[config.mk]
export PLATFORM = sky130hd
export DESIGN_NAME = exmem_skid_stage
export DESIGN_NICKNAME = d
export VERILOG_FILES = /design/src/rtl/exmem_pkg.sv /design/src/rtl/exmem_entry.sv /design/src/rtl/exmem_skid_stage.sv
export SDC_FILE = /design/constraint.sdc
export NUM_CORES = 1
export LEC_CHECK = 0
export CORE_ASPECT_RATIO = 0.5
export CORE_MARGIN = 2
export CORE_UTILIZATION = 46
export DETAILED_ROUTE_END_ITERATION = 12
export PLACE_DENSITY = 0.89
export SLEW_MARGIN = 15
export SYNTH_ARGS = -nofsm -noshare
export SYNTH_HDL_FRONTEND = slang
export SYNTH_SLANG_ARGS = --single-unit
[constraint.sdc]
create_clock -name clk -period 1.6 [get_ports clk]
set_input_delay 0.24 -clock clk [delete_from_list [all_inputs] [get_ports clk]]
set_output_delay 0.24 -clock clk [all_outputs]
set_load 0.05 [all_outputs]
[src/rtl/exmem_pkg.sv]
// Shared definitions for the EX/MEM skid stage: occupancy states,
// default control-bundle width, the bubble control value and the
// bit offsets of the fields inside the control bundle.
package exmem_pkg;

    // Occupancy of the two-entry stage
    typedef enum logic [1:0] {
        ST_EMPTY = 2'd0,
        ST_ONE   = 2'd1,
        ST_FULL  = 2'd2
    } exmem_state_t;

    localparam int EXMEM_NB_CTRL = 14;

    // Bubble: every enable bit cleared, access width field parked at 2'b11
    localparam logic [EXMEM_NB_CTRL-1:0] EXMEM_RST_CTRL = 14'b0000_0000_1100_00;

    // Control-bundle field offsets (LSB positions); bits 13:12 are spare
    localparam int CTRL_ALUOP_LSB = 0;   // 4 bits
    localparam int CTRL_ALUOP_W   = 4;
    localparam int CTRL_WIDTH_LSB = 4;   // 2 bits
    localparam int CTRL_WIDTH_W   = 2;
    localparam int CTRL_SIGN      = 6;
    localparam int CTRL_ALUSRC    = 7;
    localparam int CTRL_REGWRITE  = 8;
    localparam int CTRL_MEMWRITE  = 9;
    localparam int CTRL_MEMREAD   = 10;
    localparam int CTRL_MEM2REG   = 11;

endpackage

[src/rtl/exmem_entry.sv]
// One payload register of the EX/MEM stage (control, result, store data,
// destination register). Clear reloads the bubble value; load captures.
module exmem_entry
    import exmem_pkg::*;
#(
    parameter int                NB_DATA  = 32,
    parameter int                NB_REG   = 5,
    parameter int                NB_CTRL  = EXMEM_NB_CTRL,
    parameter logic [NB_CTRL-1:0] RST_CTRL = EXMEM_RST_CTRL
) (
    input  logic               clk,
    input  logic               i_reset,
    input  logic               i_clear,
    input  logic               i_load,
    input  logic [NB_CTRL-1:0] i_ctrl,
    input  logic [NB_DATA-1:0] i_result,
    input  logic [NB_DATA-1:0] i_data4mem,
    input  logic [NB_REG-1:0]  i_write_reg,
    output logic [NB_CTRL-1:0] o_ctrl,
    output logic [NB_DATA-1:0] o_result,
    output logic [NB_DATA-1:0] o_data4mem,
    output logic [NB_REG-1:0]  o_write_reg
);

    logic [NB_CTRL-1:0] ctrl_reg;
    logic [NB_DATA-1:0] result_reg;
    logic [NB_DATA-1:0] data4mem_reg;
    logic [NB_REG-1:0]  write_reg_reg;

    // Payload storage: clear wins over load so a flush always leaves a bubble
    always_ff @(posedge clk or negedge i_reset) begin
        if (!i_reset) begin
            ctrl_reg      <= RST_CTRL;
            result_reg    <= '0;
            data4mem_reg  <= '0;
            write_reg_reg <= '0;
        end else if (i_clear) begin
            ctrl_reg      <= RST_CTRL;
            result_reg    <= '0;
            data4mem_reg  <= '0;
            write_reg_reg <= '0;
        end else if (i_load) begin
            ctrl_reg      <= i_ctrl;
            result_reg    <= i_result;
            data4mem_reg  <= i_data4mem;
            write_reg_reg <= i_write_reg;
        end
    end

    assign o_ctrl      = ctrl_reg;
    assign o_result    = result_reg;
    assign o_data4mem  = data4mem_reg;
    assign o_write_reg = write_reg_reg;

endmodule

[src/rtl/exmem_skid_stage.sv]
// EX/MEM pipeline stage with valid/ready handshake and a two-entry skid
// buffer. The main entry drives the outputs; the skid entry catches the
// one extra entry accepted while downstream stalls. Handshake outputs come
// only from registered state and i_halt, breaking the ready path.
module exmem_skid_stage
    import exmem_pkg::*;
#(
    parameter int                NB_DATA  = 32,
    parameter int                NB_REG   = 5,
    parameter int                NB_CTRL  = EXMEM_NB_CTRL,
    parameter logic [NB_CTRL-1:0] RST_CTRL = EXMEM_RST_CTRL,
    parameter int                NB_CNT   = 16
) (
    input  logic               clk,
    input  logic               i_reset,
    input  logic               i_halt,
    input  logic               i_flush,
    input  logic               i_valid,
    output logic               o_ready,
    input  logic [NB_CTRL-1:0] i_ctrl,
    input  logic [NB_DATA-1:0] i_result,
    input  logic [NB_DATA-1:0] i_data4mem,
    input  logic               i_regdst,
    input  logic [NB_REG-1:0]  i_rd,
    input  logic [NB_REG-1:0]  i_rt,
    output logic               o_valid,
    input  logic               i_ready,
    output logic [NB_CTRL-1:0] o_ctrl,
    output logic [NB_DATA-1:0] o_result,
    output logic [NB_DATA-1:0] o_data4mem,
    output logic [NB_REG-1:0]  o_write_reg,
    output logic [NB_CNT-1:0]  o_stall_cnt
);

    exmem_state_t       state_reg;
    exmem_state_t       state_next;
    logic               up_xfer;
    logic               down_xfer;
    logic               main_load;
    logic               skid_load;
    logic [NB_REG-1:0]  in_write_reg;
    logic [NB_CNT-1:0]  stall_cnt_reg;

    // Main-load source mux: skid contents when draining FULL, else input
    logic [NB_CTRL-1:0] main_ctrl_d;
    logic [NB_DATA-1:0] main_result_d;
    logic [NB_DATA-1:0] main_data4mem_d;
    logic [NB_REG-1:0]  main_write_reg_d;

    logic [NB_CTRL-1:0] skid_ctrl;
    logic [NB_DATA-1:0] skid_result;
    logic [NB_DATA-1:0] skid_data4mem;
    logic [NB_REG-1:0]  skid_write_reg;

    assign o_ready   = !i_halt && (state_reg != ST_FULL);
    assign o_valid   = !i_halt && (state_reg != ST_EMPTY);
    assign up_xfer   = i_valid && o_ready;
    assign down_xfer = o_valid && i_ready;

    // Destination is resolved once, at capture, and travels with the entry
    assign in_write_reg = i_regdst ? i_rt : i_rd;

    assign main_ctrl_d      = (state_reg == ST_FULL) ? skid_ctrl      : i_ctrl;
    assign main_result_d    = (state_reg == ST_FULL) ? skid_result    : i_result;
    assign main_data4mem_d  = (state_reg == ST_FULL) ? skid_data4mem  : i_data4mem;
    assign main_write_reg_d = (state_reg == ST_FULL) ? skid_write_reg : in_write_reg;

    // Next-state and entry-load decode; flush overrides, halt freezes everything
    always_comb begin
        state_next = state_reg;
        main_load  = 1'b0;
        skid_load  = 1'b0;
        if (i_flush) begin
            state_next = ST_EMPTY;
        end else if (!i_halt) begin
            case (state_reg)
                ST_EMPTY: begin
                    if (up_xfer) begin
                        main_load  = 1'b1;
                        state_next = ST_ONE;
                    end
                end
                ST_ONE: begin
                    if (up_xfer && down_xfer) begin
                        main_load = 1'b1;
                    end else if (up_xfer) begin
                        skid_load  = 1'b1;
                        state_next = ST_FULL;
                    end else if (down_xfer) begin
                        state_next = ST_EMPTY;
                    end
                end
                ST_FULL: begin
                    if (down_xfer) begin
                        main_load  = 1'b1;
                        state_next = ST_ONE;
                    end
                end
                default: state_next = ST_EMPTY;
            endcase
        end
    end

    // Occupancy state register
    always_ff @(posedge clk or negedge i_reset) begin
        if (!i_reset) begin
            state_reg <= ST_EMPTY;
        end else begin
            state_reg <= state_next;
        end
    end

    // Saturating count of cycles the head entry waited on downstream
    always_ff @(posedge clk or negedge i_reset) begin
        if (!i_reset) begin
            stall_cnt_reg <= '0;
        end else if (o_valid && !i_ready && (stall_cnt_reg != {NB_CNT{1'b1}})) begin
            stall_cnt_reg <= stall_cnt_reg + 1'b1;
        end
    end

    assign o_stall_cnt = stall_cnt_reg;

    exmem_entry #(
        .NB_DATA  (NB_DATA),
        .NB_REG   (NB_REG),
        .NB_CTRL  (NB_CTRL),
        .RST_CTRL (RST_CTRL)
    ) u_main (
        .clk         (clk),
        .i_reset     (i_reset),
        .i_clear     (i_flush),
        .i_load      (main_load),
        .i_ctrl      (main_ctrl_d),
        .i_result    (main_result_d),
        .i_data4mem  (main_data4mem_d),
        .i_write_reg (main_write_reg_d),
        .o_ctrl      (o_ctrl),
        .o_result    (o_result),
        .o_data4mem  (o_data4mem),
        .o_write_reg (o_write_reg)
    );

    exmem_entry #(
        .NB_DATA  (NB_DATA),
        .NB_REG   (NB_REG),
        .NB_CTRL  (NB_CTRL),
        .RST_CTRL (RST_CTRL)
    ) u_skid (
        .clk         (clk),
        .i_reset     (i_reset),
        .i_clear     (i_flush),
        .i_load      (skid_load),
        .i_ctrl      (i_ctrl),
        .i_result    (i_result),
        .i_data4mem  (i_data4mem),
        .i_write_reg (in_write_reg),
        .o_ctrl      (skid_ctrl),
        .o_result    (skid_result),
        .o_data4mem  (skid_data4mem),
        .o_write_reg (skid_write_reg)
    );

endmodule

After elaboration in Yosys (flattened, before gate mapping)

Index checks and enable logic that the tools add are counted.
W data, S select, Z words.

Reductions and logical operators: 14
Equal/unequal tests: 9
Mux-type cells: 39
Add/subtract/negate cells: 1

Operator list:

| kind                    | number |
|---|---|
| $mux W32                | 10 |
| $mux W14                | 5 |
| $mux W5                 | 6 |
| $add A16 B1 Y16 const B | 1 |
| $ne A16 B16 Y1 const B  | 1 |
| $mux W2                 | 7 |
| $mux W1                 | 9 |
| $ne A3 B3 Y1 const B    | 3 |
| $logic_and A1 B1 Y1     | 7 |
| $pmux W2 S3             | 1 |
| $reduce_bool A2 Y1      | 3 |
| $reduce_and A5 Y1       | 1 |
| $ne A4 B4 Y1 const B    | 1 |
| $pmux W1 S3             | 1 |
| $eq A2 B1 Y1 const B    | 1 |
| $eq A2 B2 Y1 const B    | 1 |
| $logic_not A1 Y1        | 2 |
| $logic_not A2 Y1        | 1 |
| $ne A2 B1 Y1 const B    | 1 |
| $ne A2 B2 Y1 const B    | 1 |

Register bits: 184
Input bits: 95

Logic depth before layout (Yosys ltp)

Word-level depth: 10
Gate-level depth with buffers: 9

Cells and area by module

Synthesis repeated with hierarchy kept, for this count alone.

Cell total of the unflattened synthesis: 902
Area, all modules: 8877.3 sq um

By module, submodules not included:

| module           | sequential area each (sq um) | times used | cells an instance | area each (sq um) |
|---|---|---|---|---|
| exmem_entry      | 2079.5                       | 2          | 267               | 3418.3 |
| exmem_skid_stage | 450.4                        | 1          | 368               | 2040.7 |

Worst setup path after synthesis

OpenSTA, ideal clock, no wires.

Kind: reg2reg
Start point: reg stall_cnt_reg[0], in the netlist o_stall_cnt[0]
End point: reg stall_cnt_reg[12], in the netlist o_stall_cnt[12]
Clock period less this slack: 2.129 ns
Arrival: 2.047 ns
Cell stages (with the launch flop): 7
Setup slack: -0.529 ns
Library setup time: 0.082 ns
Cells stage by stage: dfrtp_1 > ha_1 > nand4_4 > or4_1 > buf_6 > nor4_4 > xor2_1

Longest elaborated chain between the ends: 2

Ends and longest elaborated chain:

| element                                                                 | RTL line                | RTL |
|---|---|---|
| start: declaration                                                      | exmem_skid_stage.sv:42  | `logic [NB_CNT-1:0] stall_cnt_reg;` |
| start signal: assignment                                                | exmem_skid_stage.sv:118 | `stall_cnt_reg <= stall_cnt_reg + 1'b1;` |
| parallel branches: the longest is 2 deep, another holds $add A16 B1 Y16 | -                       |  |

Several ways; the timed one is not identified.
A chain may end at the register's enable or synchronous reset.

Worst setup path after layout

Start point: reg state_reg[0]
End point: reg u_main.ctrl_reg[11], in the netlist u_main.o_ctrl[11]

Longest elaborated chain between the ends: 9

Ends and longest elaborated chain:

| element                                            | RTL line                                       | RTL |
|---|---|---|
| start: declaration                                 | exmem_skid_stage.sv:35                         | `exmem_state_t state_reg;` |
| start signal: assignment                           | exmem_skid_stage.sv:109                        | `state_reg <= state_next;` |
| $ne A2 B2 Y1 or $reduce_bool A2 Y1 (tied branches) | exmem_skid_stage.sv:55, exmem_skid_stage.sv:56 |  |
| $logic_and A1 B1 Y1, on equally long branches      | exmem_skid_stage.sv:55, exmem_skid_stage.sv:56 |  |
| $logic_and A1 B1 Y1, on equally long branches      | exmem_skid_stage.sv:57, exmem_skid_stage.sv:58 |  |
| $logic_and A1 B1 Y1                                | exmem_skid_stage.sv:84                         | `if (up_xfer && down_xfer) begin` |
| $mux W1                                            | exmem_skid_stage.sv:84                         |  |
| $pmux W1 S3                                        | exmem_skid_stage.sv:76                         | `case (state_reg)` |
| $mux W1                                            | exmem_skid_stage.sv:75                         | `end else if (!i_halt) begin` |
| $mux W1                                            | exmem_skid_stage.sv:73                         | `if (i_flush) begin` |
| $reduce_bool A2 Y1 (no source line)                | -                                              |  |
| end signal: assignment                             | exmem_entry.sv:43                              | `ctrl_reg <= i_ctrl;` |
| end: declaration                                   | exmem_entry.sv:25                              | `logic [NB_CTRL-1:0] ctrl_reg;` |

Several ways; a longest one is shown, not always the timed one. The select of a mux whose other input is x is not followed.

==> out/summary.log <==
INFO  global_route   grt.overflow.total=0
INFO  timing         max_clock_freq=565.2MHz
INFO  yosys          synth-compound-area-share=21.98%
INFO  yosys          synth.cells.most_frequent=sky130_fd_sc_hd__dfrtp_1 (180), sky130_fd_sc_hd__nand2_1 (165), sky130_fd_sc_hd__a21oi_1 (161)
INFO  cts            cts-htree-levels=4
INFO  worst_setup_path timing_worst_setup_path_type=reg2reg
INFO  timing         finalSetupTns=-6.717ns
INFO  yosys          synthesis.area=0.008930sqmm
INFO  yosys          synth-seq-cells=184
INFO  timing         finalCriticalPeriod=1.769ns
INFO  cts            cts_inserted_buffers=17
INFO  worst_setup_path required=1.90ns
INFO  route          routed_wl=27800um
INFO  finish         layout-area-overhead-vs-synth=46.63%
INFO  yosys          yosys.cell_count.top_type=sky130_fd_sc_hd__dfrtp_1
INFO  place          buffer_ports.inserted=195
INFO  yosys          netlist.area_leader.share=50.44%
INFO  yosys          combinational_family_with_the_most_area_after_synthesis=compound AO/OA/AOI/OAI gates
INFO  timing         drv_slew=0
INFO  global_route   grt_max_degree=57
INFO  worst_setup_path worst_setup_path_end_kind=flop
INFO  worst_setup_path critPathMaxFanout=8
INFO  hold_path      worst_hold_startpoint=i_flush
INFO  power          power_frac_seq=41.7%
INFO  yosys          synthAdderAreaFrac=0.1401%
INFO  cts            cts_tree=yes
INFO  place          hpwlAfterDp=16930um
INFO  yosys          seq_area_frac_synth=51.62%
INFO  timing         final_min_period_over_clock_period=110.6%
INFO  timing         hold_viol_final=0
INFO  outcome        status=finished, violations left
INFO  yosys          synth.net_count=957
INFO  yosys          synth_largest_area_cell=sky130_fd_sc_hd__dfrtp_1
INFO  finish         antenna-diode-count=0
INFO  die            fp.coreArea=0.01870sqmm
INFO  worst_setup_path timing.rr.start=state_reg[0]
INFO  timing         grt_setup_unrepaired=yes
INFO  worst_setup_path worst_ep_arrival_time=2.07ns
INFO  yosys          yosys.area_share.simple=10.86%
INFO  cts            numClockSinks=184
INFO  power          sw_ratio=31.99%
INFO  place          finalWeightedCongestion=0.8544
INFO  worst_setup_path r2r_setup_slack=-0.17ns
INFO  cts            clk-insertion-delay-late=0.43ns
INFO  global_route   grt_antenna_before_repair=0
INFO  power          power_per_cell_area=934.0mW/mm^2
INFO  timing         fin_worst_hold_slack=0.2519ns
INFO  route          routed-via-count=8001
INFO  worst_setup_path crit-reg2reg-capture=u_main.o_ctrl[11]
INFO  finish         post_route_cells_drive_above_1_share=37.37%
INFO  hold_path      hold_end=u_skid.o_result[7]
INFO  cts            clk_pin_slew_worst_paths=0.07ns
INFO  timing         max_slew_margin=64.32%
INFO  flow_run       max-cap-violations=0
INFO  power          net_load_switching_power=3.912mW
INFO  route          routed_wire_length_per_instance=20.50um
INFO  route          number_of_iterations_in_the_first_detailed_routing_pass=5
INFO  route          final_antenna_violating_net_count=0
INFO  yosys          most_used_flip_flop_cell_after_synthesis=sky130_fd_sc_hd__dfrtp_1
INFO  yosys          ys_top_cells_by_area=sky130_fd_sc_hd__dfrtp_1 (50%), sky130_fd_sc_hd__mux2i_1 (9.2%), sky130_fd_sc_hd__a21oi_1 (9.0%)
INFO  worst_setup_path setup.worst_path.start_class=flop
INFO  power          p_comb_share=24.5%
INFO  finish         final_util=70.02%
INFO  power          cellLeakagePower=5.336nW
INFO  route          drt-vias-per-instance=5.900
INFO  yosys          avgSynthCellArea=10.37squm
INFO  die            floorplan.die_area=0.02061sqmm
INFO  hold_path      worst_hold_path_type=in2reg
INFO  timing         finalSetupViolations=87
INFO  yosys          synthArstFlopShare=100.0%
INFO  die            placementRows=35
INFO  route          detailedRoute.firstIterationViolations=486
INFO  global_route   groute.usage.overall=24.52%
INFO  timing         final.setup.worst_slack=-0.1692ns
INFO  finish         fin_nets=1182
INFO  global_route   grt_pass1_wl=39780um
INFO  yosys          muxShareOfSynthArea=9.570%
INFO  die            fp.dieH=102.5um
INFO  timing         worst_pin_slew=0.5353ns
INFO  power          share_clk_of_total_power=33.8%
INFO  timing         clock_skew=0.01353ns
INFO  yosys          post_synth_inst_count=861
INFO  power          worst_ir_drop_vdd=0.8231mV
INFO  cts            cts_root_buffer=sky130_fd_sc_hd__clkbuf_16
INFO  yosys          synth-edff-count=0
INFO  die            io_pins=196
INFO  die            die-width=201.0um
INFO  hold_path      worstHoldPathCells=2
INFO  global_route   via_count_of_the_first_global_routing_pass=7739
INFO  power          cell_internal_pwr=8.317mW
INFO  yosys          synth.distinct_cells=51
INFO  route          drt_drc_violations_left=0
INFO  yosys          yosys_warnings=0
INFO  outcome        violations_in_the_final_reports=negative setup slack
INFO  die            initial_core_util=47.76%
INFO  worst_setup_path worst-r2r-cell-count=6
INFO  cts            clock_path_buffers=2
INFO  yosys          synthXorXnorAreaFrac=0.9808%
cell type report:
class / instances / area (sq um)
fillers: 1257 / 5605
repair buffers: 292 / 3067
inverters: 7 / 31.28
multi-input cells: 584 / 4487
well taps: 259 / 324.1
clock inverters: 11 / 116.4
clock buffers: 19 / 442.9
flip-flops and latches: 184 / 4626
placed cells by master, fill, tap and decap left out, types with 3 or more instances in the layout:
cell type,instances
sky130_fd_sc_hd__buf_4,143
sky130_fd_sc_hd__mux2i_4,5
sky130_fd_sc_hd__a21oi_2,52
sky130_fd_sc_hd__clkdlybuf4s50_1,92
sky130_fd_sc_hd__nor3_4,3
sky130_fd_sc_hd__buf_12,26
sky130_fd_sc_hd__xor2_1,6
sky130_fd_sc_hd__a311oi_2,55
sky130_fd_sc_hd__buf_16,3
sky130_fd_sc_hd__a311oi_1,21
sky130_fd_sc_hd__o21ai_1,3
sky130_fd_sc_hd__o21ai_0,6
sky130_fd_sc_hd__dfstp_2,4
sky130_fd_sc_hd__buf_8,4
sky130_fd_sc_hd__dfrtp_2,13
sky130_fd_sc_hd__nor2_1,18
sky130_fd_sc_hd__nor3_2,3
sky130_fd_sc_hd__clkinvlp_4,3
sky130_fd_sc_hd__inv_1,5
sky130_fd_sc_hd__inv_6,5
sky130_fd_sc_hd__mux2i_1,59
sky130_fd_sc_hd__a211oi_1,5
sky130_fd_sc_hd__nand3_1,3
sky130_fd_sc_hd__o2111ai_1,3
sky130_fd_sc_hd__dfrtp_1,167
sky130_fd_sc_hd__a21oi_1,107
sky130_fd_sc_hd__buf_6,12
sky130_fd_sc_hd__clkbuf_16,27
sky130_fd_sc_hd__xnor2_1,3
sky130_fd_sc_hd__nand2_1,165
sky130_fd_sc_hd__mux2i_2,18
repair_timing:
item,4_1_cts,5_1_grt
setup buffers,6,9
pin swaps,21,37
hold endpoints to repair,35,0
gates resized for setup,36,81
hold buffers,1,0
setup endpoints to repair,79,177
cloned,2,12
layer usage:
metal  GRT usage [%]  routed length (um)
met1           30.54               11110
met2           42.27               14300
met3           5.152                1580
met4           11.00                 813
met5               0                   0
per-stage QoR:
step	instances	area, sq um	total power, mW	setup slack (ns)
after floorplan	861	9179	6.688	-0.2837
after global placement	1299	11570	7.694	-0.3895
after detailed placement	1299	11570	7.779	-0.4505
after CTS	1336	12380	11.95	-0.1083
after global routing	1356	13090	12.60	-0.2081
final	1356	13090	12.23	-0.1692
logic make-up (layout without fill, tap and decap cells):
kind of cell               count (synthesis)  in the layout
AOI/OAI and AO/OA                        267            268
xor gates and xnor gates                  10             10
adders and majority gates                  1              1
buffers and inverters                     94            329
DFF                                      184            184
muxes                                     85             85
and+or+nand+nor                          220            220
worst max path at each step:
stage / start / endpoint / slack (ns) / cells after the start
after floorplan: o_stall_cnt[0] / o_stall_cnt[12] / -0.28 / 6
after global placement: i_ready / u_main.o_result[23] / -0.39 / 6
after detailed placement: i_ready / u_main.o_result[20] / -0.45 / 6
after CTS: state_reg[1] / u_main.o_data4mem[3] / -0.11 / 4
after global routing: state_reg[0] / u_main.o_ctrl[11] / -0.21 / 6
final: state_reg[0] / u_main.o_ctrl[11] / -0.17 / 6
power by group through the flow:
stage | registers [mW] | logic (mW) | clock network (mW)
4_1_cts | 5.08 | 2.70 | 4.16
2_1_floorplan | 5.82 | 0.867 | 0
6_report | 5.10 | 3.00 | 4.14
3_5_place_dp | 5.16 | 2.62 | 0
3_3_place_gp | 5.15 | 2.54 | 0
5_1_grt | 5.12 | 3.14 | 4.34
critical path, stage by stage (launching register included):
cell	delay [ns]
sky130_fd_sc_hd__dfrtp_2	0.47
sky130_fd_sc_hd__nor2b_4	0.24
sky130_fd_sc_hd__buf_12	0.17
sky130_fd_sc_hd__buf_12	0.17
sky130_fd_sc_hd__buf_12	0.15
sky130_fd_sc_hd__mux2i_1	0.09
sky130_fd_sc_hd__a311oi_1	0.36
Note: power is estimated with default switching activity, not from simulation.
